### src/rtl/fetch_stage_if.sv
// Instruction-memory bus between the fetch stage (master) and the instruction memory (slave).
// Handshake: imem_req_o stays high with imem_addr_o stable until the cycle imem_ack_i=1; imem_rdata_i is valid only in that cycle.
interface fetch_stage_if #(
   parameter int PC_WIDTH = 32
);
   logic                imem_req_o;
   logic [PC_WIDTH-1:0] imem_addr_o;
   logic                imem_ack_i;
   logic [31:0]         imem_rdata_i;

   modport master (
      output imem_req_o,
      output imem_addr_o,
      input  imem_ack_i,
      input  imem_rdata_i
   );

   modport slave (
      input  imem_req_o,
      input  imem_addr_o,
      output imem_ack_i,
      output imem_rdata_i
   );
endinterface

### src/rtl/fetch_stage.sv
// Fetch stage: IDLE/REQ/HOLD/DROP FSM, 1-entry skid buffer and IF/ID register.
// Optional stall-cycle counter enabled by defining FETCH_STALL_CNT_EN.
module fetch_stage #(
   parameter int                  PC_WIDTH               = 32,
   parameter logic [PC_WIDTH-1:0] RESET_PC               = '0,
   parameter int                  PROC_REGFILE_LOG2_DEEP = 5
) (
   input  logic                              clk_i,
   input  logic                              rst_n_i,
   input  logic                              hazard_i,
   input  logic                              redirect_i,
   input  logic [PC_WIDTH-1:0]               redirect_pc_i,
   fetch_stage_if.master                     imem,
   output logic                              if_id_valid_o,
   output logic [31:0]                       if_id_instr_o,
   output logic [PC_WIDTH-1:0]               if_id_pc_o,
   output logic [PROC_REGFILE_LOG2_DEEP-1:0] id_rs1_o,
   output logic [PROC_REGFILE_LOG2_DEEP-1:0] id_rs2_o,
   output logic [31:0]                       stall_cnt_o,
   output logic [1:0]                        dbg_state_o
);

   localparam logic [1:0]  ST_IDLE = 2'd0;
   localparam logic [1:0]  ST_REQ  = 2'd1;
   localparam logic [1:0]  ST_HOLD = 2'd2;
   localparam logic [1:0]  ST_DROP = 2'd3;
   localparam logic [31:0] NOP     = 32'h0000_0013;

   logic [1:0]          state_q, state_d;
   logic [PC_WIDTH-1:0] pc_q, pc_d;
   logic [PC_WIDTH-1:0] drop_addr_q, drop_addr_d;
   logic                ifid_valid_q, ifid_valid_d;
   logic [31:0]         ifid_instr_q, ifid_instr_d;
   logic [PC_WIDTH-1:0] ifid_pc_q, ifid_pc_d;
   logic                skid_valid_q, skid_valid_d;
   logic [31:0]         skid_instr_q, skid_instr_d;
   logic [PC_WIDTH-1:0] skid_pc_q, skid_pc_d;

   logic req_w;
   logic ack_w;

   assign req_w = (state_q == ST_REQ) || (state_q == ST_DROP);
   assign ack_w = req_w && imem.imem_ack_i;

   always_comb begin
      state_d      = state_q;
      pc_d         = pc_q;
      drop_addr_d  = drop_addr_q;
      ifid_valid_d = ifid_valid_q;
      ifid_instr_d = ifid_instr_q;
      ifid_pc_d    = ifid_pc_q;
      skid_valid_d = skid_valid_q;
      skid_instr_d = skid_instr_q;
      skid_pc_d    = skid_pc_q;
      if (redirect_i) begin
         ifid_valid_d = 1'b0;
         ifid_instr_d = NOP;
         skid_valid_d = 1'b0;
         pc_d         = redirect_pc_i & ~PC_WIDTH'(3);
         // An unacked request must still complete on the bus; its data is thrown away in DROP.
         if (req_w && !ack_w) begin
            state_d = ST_DROP;
            if (state_q == ST_REQ) drop_addr_d = pc_q;
         end else begin
            state_d = ST_REQ;
         end
      end else begin
         case (state_q)
            ST_IDLE: state_d = ST_REQ;
            ST_REQ: begin
               if (ack_w) begin
                  pc_d = pc_q + PC_WIDTH'(4);
                  if (hazard_i) begin
                     skid_valid_d = 1'b1;
                     skid_instr_d = imem.imem_rdata_i;
                     skid_pc_d    = pc_q;
                     state_d      = ST_HOLD;
                  end else begin
                     ifid_valid_d = 1'b1;
                     ifid_instr_d = imem.imem_rdata_i;
                     ifid_pc_d    = pc_q;
                  end
               end else if (!hazard_i) begin
                  ifid_valid_d = 1'b0;
                  ifid_instr_d = NOP;
               end
            end
            ST_HOLD: begin
               if (!hazard_i) begin
                  ifid_valid_d = skid_valid_q;
                  ifid_instr_d = skid_instr_q;
                  ifid_pc_d    = skid_pc_q;
                  skid_valid_d = 1'b0;
                  state_d      = ST_REQ;
               end
            end
            default: begin
               if (ack_w) state_d = ST_REQ;
               if (!hazard_i) begin
                  ifid_valid_d = 1'b0;
                  ifid_instr_d = NOP;
               end
            end
         endcase
      end
   end

   always_ff @(posedge clk_i) begin
      if (!rst_n_i) begin
         state_q      <= ST_IDLE;
         pc_q         <= RESET_PC;
         drop_addr_q  <= RESET_PC;
         ifid_valid_q <= 1'b0;
         ifid_instr_q <= NOP;
         ifid_pc_q    <= '0;
         skid_valid_q <= 1'b0;
         skid_instr_q <= NOP;
         skid_pc_q    <= '0;
      end else begin
         state_q      <= state_d;
         pc_q         <= pc_d;
         drop_addr_q  <= drop_addr_d;
         ifid_valid_q <= ifid_valid_d;
         ifid_instr_q <= ifid_instr_d;
         ifid_pc_q    <= ifid_pc_d;
         skid_valid_q <= skid_valid_d;
         skid_instr_q <= skid_instr_d;
         skid_pc_q    <= skid_pc_d;
      end
   end

`ifdef FETCH_STALL_CNT_EN
   logic [31:0] stall_cnt_q, stall_cnt_d;

   always_comb begin
      stall_cnt_d = stall_cnt_q;
      if (hazard_i && !redirect_i && (stall_cnt_q != 32'hFFFF_FFFF)) stall_cnt_d = stall_cnt_q + 32'd1;
   end

   always_ff @(posedge clk_i) begin
      if (!rst_n_i) stall_cnt_q <= '0;
      else          stall_cnt_q <= stall_cnt_d;
   end

   assign stall_cnt_o = stall_cnt_q;
`else
   assign stall_cnt_o = '0;
`endif

   assign imem.imem_req_o  = req_w;
   assign imem.imem_addr_o = (state_q == ST_DROP) ? drop_addr_q : pc_q;
   assign if_id_valid_o    = ifid_valid_q;
   assign if_id_instr_o    = ifid_instr_q;
   assign if_id_pc_o       = ifid_pc_q;
   assign id_rs1_o         = ifid_valid_q ? PROC_REGFILE_LOG2_DEEP'(ifid_instr_q[19:15]) : '0;
   assign id_rs2_o         = ifid_valid_q ? PROC_REGFILE_LOG2_DEEP'(ifid_instr_q[24:20]) : '0;
   assign dbg_state_o      = state_q;

endmodule

### src/flat_wrapper.sv
// flat-port wrapper written by rule: the top's interface ports become plain ports
module fetch_stage_flat 
#(
   parameter int                  PC_WIDTH               = 32,
   parameter logic [PC_WIDTH-1:0] RESET_PC               = '0,
   parameter int                  PROC_REGFILE_LOG2_DEEP = 5
)
  (clk_i, rst_n_i, hazard_i, redirect_i, redirect_pc_i, if_id_valid_o, if_id_instr_o, if_id_pc_o, id_rs1_o, id_rs2_o, stall_cnt_o, dbg_state_o, imem_imem_req_o, imem_imem_addr_o, imem_imem_ack_i, imem_imem_rdata_i);
  fetch_stage_if #(.PC_WIDTH(PC_WIDTH)) imem_i ();
  input  logic clk_i;
  input  logic rst_n_i;
  input  logic hazard_i;
  input  logic redirect_i;
  input  logic [PC_WIDTH-1:0] redirect_pc_i;
  output logic if_id_valid_o;
  output logic [31:0] if_id_instr_o;
  output logic [PC_WIDTH-1:0] if_id_pc_o;
  output logic [PROC_REGFILE_LOG2_DEEP-1:0] id_rs1_o;
  output logic [PROC_REGFILE_LOG2_DEEP-1:0] id_rs2_o;
  output logic [31:0] stall_cnt_o;
  output logic [1:0] dbg_state_o;
  output wire logic [$bits(imem_i.imem_req_o)-1:0] imem_imem_req_o;
  output wire logic [$bits(imem_i.imem_addr_o)-1:0] imem_imem_addr_o;
  input wire logic [$bits(imem_i.imem_ack_i)-1:0] imem_imem_ack_i;
  input wire logic [$bits(imem_i.imem_rdata_i)-1:0] imem_imem_rdata_i;
  assign imem_imem_req_o = imem_i.imem_req_o;
  assign imem_imem_addr_o = imem_i.imem_addr_o;
  assign imem_i.imem_ack_i = imem_imem_ack_i;
  assign imem_i.imem_rdata_i = imem_imem_rdata_i;
  fetch_stage #(.PC_WIDTH(PC_WIDTH), .RESET_PC(RESET_PC), .PROC_REGFILE_LOG2_DEEP(PROC_REGFILE_LOG2_DEEP)) u_core (.clk_i(clk_i), .rst_n_i(rst_n_i), .hazard_i(hazard_i), .redirect_i(redirect_i), .redirect_pc_i(redirect_pc_i), .imem(imem_i), .if_id_valid_o(if_id_valid_o), .if_id_instr_o(if_id_instr_o), .if_id_pc_o(if_id_pc_o), .id_rs1_o(id_rs1_o), .id_rs2_o(id_rs2_o), .stall_cnt_o(stall_cnt_o), .dbg_state_o(dbg_state_o));
endmodule
### config.mk
export PLATFORM = sky130hd
export DESIGN_NAME = fetch_stage_flat
export DESIGN_NICKNAME = d
export VERILOG_FILES = /design/src/rtl/fetch_stage_if.sv /design/src/rtl/fetch_stage.sv /design/src/flat_wrapper.sv
export SDC_FILE = /design/constraint.sdc
export NUM_CORES = 1
export LEC_CHECK = 0
export CORE_ASPECT_RATIO = 1.2
export CORE_MARGIN = 2
export CORE_UTILIZATION = 51
export CTS_BUF_LIST = sky130_fd_sc_hd__clkbuf_4 sky130_fd_sc_hd__clkbuf_8 sky130_fd_sc_hd__clkbuf_16
export CTS_CLUSTER_DIAMETER = 80
export DETAILED_ROUTE_END_ITERATION = 8
export PLACE_DENSITY = 0.94
export SYNTH_ARGS = -nofsm -noshare
export SYNTH_HDL_FRONTEND = slang
export SYNTH_SLANG_ARGS = --single-unit
export TNS_END_PERCENT = 50
### constraint.sdc
create_clock -name clk_i -period 3.3 [get_ports clk_i]
set_input_delay 0.495 -clock clk_i [delete_from_list [all_inputs] [get_ports clk_i]]
set_output_delay 0.495 -clock clk_i [all_outputs]
set_load 0.05 [all_outputs]
==> flow_summary_export.csv <==
group,metric,value,unit
logic_synthesis,synth_top_cell_by_area,"dfxtp_1",
clock_network,insertion_delay,0.43,ns
worst_setup_path,critPathArrivalTime,2.13,ns
floorplanning,initial_core_util,51.51,%
pwr,seqPwrFrac,44.5,%
worst_setup_path,critPathLaunchType,"flip-flop",
detailed_routing,vias,7883,
layout,num_antenna_cells,0,
worst_setup_path,crit_required,2.80,ns
pwr,netSwitchingPower,1.580,mW
detailed_routing,viasPerCell,5.716,
clock_network,root_buffer,"clkbuf_16",
floorplanning,placementRows,53,
worst_setup_path,crit_chain,"ha_1 > buf_4 > mux2_2 > buf_12",
layout,drive_gt1_share,11.48,%
pwr,power_frac_clock,39.1,%
timing,tightest_slew,1.210,ns
layout,num-nets-final,1220,
layout,final_cell_area,11510,um^2
logic_synthesis,synthCells,1028,
logic_synthesis,synth_edf_count,0,
worst_setup_path,worst-path-max-fanout,33,
detailed_routing,drc,0,
timing,finalSetupTns,0,ns
logic_synthesis,netlist_top_cells_area,"dfxtp_1 42%, nand2_1 10%, a21boi_0 7.5%",
detailed_routing,drt_pass1_iterations,6,
pwr,p_int,3.832,mW
global_route,grt_max_degree,111,
floorplanning,die_area,18630,um^2
place,portBuffers,172,
pwr,vdd.ir_drop.worst,0.3217,mV
place,placed_area,10910,um^2
timing,rsz0062_at_grt,"false",
logic_synthesis,synth_area,8950,um^2
detailed_routing,dr.first_iter.drc_count,559,
clock_network,tritoncts,"built",
timing,final_hold_viol_count,0,
worst_setup_path,cpMaxStageDelayCell,"dfxtp_1",
pwr,p_per_area,470.0,nW/um^2
pwr,p_leak,4.350,nW
run_status,status,"finished clean",
run,maxCapViolations,0,
timing,hold-worst-slack,0.4621,ns
clock_network,cts_setup_buffers,0,
place,dp_hpwl,15.70,mm
clock_network,clkSlewWorstSetupHoldPaths,0.07,ns
detailed_routing,wirelength,23.41,mm
global_route,grt_usage,24.71,%
logic_synthesis,ys.flop_type,"dfxtp_1",
worst_hold_path,hold_path_class,"flip-flop to flip-flop",
timing,slew_viol_final,0,
global_route,grt_pass1_vias,7700,
logic_synthesis,syn-mean-instance-area,8.706,um^2
global_route,grt_overflow,0,
timing,maxSlewHeadroom,19.31,%
timing,clock-skew-final,0.01087,ns
logic_synthesis,synthDistinctLibCells,55,
logic_synthesis,ys.warnings.count,0,
detailed_routing,post_drt_wl_per_cell,16.97,um
timing,period_needed,2.625,ns
timing,setup_viol,0,
layout,syn_to_final_growth,28.66,%
logic_synthesis,yosysTopAreaCellShare,42.05,%
pwr,combPwrFrac,16.4,%
timing,period_share,79.54,%
pwr,switching_share,29.20,%
clock_network,cts_resized,0,
clock_network,clock-sinks,188,
place,gp_congestion,0.8306,
worst_setup_path,endpoint_kind,"primary output",
floorplanning,core_region_area,17370,um^2
logic_synthesis,synthArstFlopShare,0,%
worst_setup_path,cpPeakStageDelay,0.48,ns
floorplanning,fp.dieW,124.9,um
global_route,grt_pass1_wl,37.70,mm
detailed_routing,ant_nets,0,
global_route,antenna_found_initial,0,
logic_synthesis,synth-seq-cells,188,
floorplanning,ios,211,
floorplanning,die_y,149.1,um
clock_network,ctsHtreeMaxLevel,4,
clock_network,numCtsBuffers,17,
worst_setup_path,worstSetupPathType,"flip-flop to primary output",
clock_network,clockBufferDepth,2,
logic_synthesis,ys_seq_area_share,42.05,%
timing,timing.fmax,381.0,MHz
clock_network,hold_buffers,0,
layout,final_core_util,66.28,%
through the flow:
step | total power, mW | instances | setup slack [ns]
after floorplan | 3.034 | 1063 | 0.5429
after global placement | 3.326 | 1347 | 0.6766
after detailed placement | 3.342 | 1347 | 0.5717
after CTS | 5.424 | 1379 | 0.6536
after global routing | 5.589 | 1379 | 0.4546
final | 5.412 | 1379 | 0.6752
state kept, by name (all words and copies together) (netlist names):
name,flops
u_core.if_id_pc_o,30
u_core.skid_instr_q,32
u_core.drop_addr_q,30
u_core.if_id_valid_o,1
u_core.dbg_state_o,2
u_core.pc_q,30
u_core.skid_valid_q,1
u_core.if_id_instr_o,32
u_core.skid_pc_q,30
layout make-up:
cell class              count  area [um^2]
flip-flops and latches    188         3764
clock buffers              17        425.4
well taps                 220        275.3
fillers                  1377         5859
clock inverters            15        183.9
repair buffers            196         2235
multi-input cells         737         4609
inverters                   6        22.52
power groups by stage:
stage	logic, mW	clock network, mW	registers (mW)
detailed placement	0.883	0	2.46
global route	0.939	2.23	2.42
global placement	0.872	0	2.45
finish	0.886	2.12	2.41
CTS	0.887	2.13	2.41
floorplan	0.542	0	2.49
metal layers:
| metal | GRT usage [%] | up-vias | part of all wire [%] |
|---|---|---|---|
| met5 | 0 | - | 0 |
| met3 | 7.174 | 50 | 7.7 |
| met1 | 28.28 | 3740 | 40 |
| li1 | - | 3765 | - |
| met2 | 43.91 | 328 | 50 |
| met4 | 9.222 | 0 | 2.5 |
worst max-delay path: cells and delay by family (launching register included):
family	cells	cell delay, ns
buffers and inverters	2	0.57
multiplexers	1	0.43
flip-flops	1	0.48
adder cells (fa/ha/maj)	1	0.21
kinds of logic (layout without fill, tap and decap cells):
group,count (synthesis),after routing,share of synthesized area (%)
multiplexers,58,58,6.878
AO/OA/AOI/OAI,272,272,23.15
flip-flops,188,188,42.05
adder cells (fa/ha/maj),5,5,0.6990
buffers and inverters,138,234,8.374
other,1,36,0.04190
XOR/XNOR,11,11,1.076
AND/OR/NAND/NOR,355,355,17.73
Yosys cell counts (7+ instances only):
cell	n
clkbuf_8	7
a22oi_1	29
mux2i_1	30
nand2_1	250
a21boi_0	90
o211a_1	35
o21ai_0	38
and2_1	13
nor2_1	12
a21oi_1	9
xnor2_1	7
nor3_1	9
mux2_2	28
nand3_1	17
dfxtp_1	188
buf_4	39
o2bb2ai_1	29
a31oi_1	9
clkbuf_1	78
worst paths after layout:
path                            cells past startpoint                                start  slack [ns]                             endpoint
worst max register to register                      6   u_core.dbg_state_o[1]$_SDFFE_PN0P_        0.71   u_core.drop_addr_q[3]$_SDFFE_PN0P_
worst min register to register                      2  u_core.drop_addr_q[15]$_SDFFE_PN0P_        0.46  u_core.drop_addr_q[15]$_SDFFE_PN0P_
worst min-delay path                                2  u_core.drop_addr_q[15]$_SDFFE_PN0P_        0.46  u_core.drop_addr_q[15]$_SDFFE_PN0P_
worst max-delay path                                4   u_core.dbg_state_o[1]$_SDFFE_PN0P_        0.68                  imem_imem_addr_o[5]
cells in the final DEF, fill, tap and decap left out, types with 7 or more instances in the layout:
| master | n |
|---|---|
| clkdlybuf4s50_1 | 140 |
| nor2_1 | 12 |
| a22oi_1 | 29 |
| conb_1 | 36 |
| nor3_1 | 8 |
| mux2_2 | 28 |
| buf_4 | 23 |
| o211a_1 | 35 |
| buf_12 | 33 |
| dfxtp_1 | 188 |
| o21ai_0 | 38 |
| nand2_1 | 250 |
| a31oi_1 | 9 |
| a21boi_0 | 90 |
| clkbuf_16 | 17 |
| nand3_1 | 16 |
| o2bb2ai_1 | 29 |
| xnor2_1 | 7 |
| a21oi_1 | 9 |
| and2_1 | 13 |
| mux2i_1 | 30 |
Power figures use the tool's default switching activity.
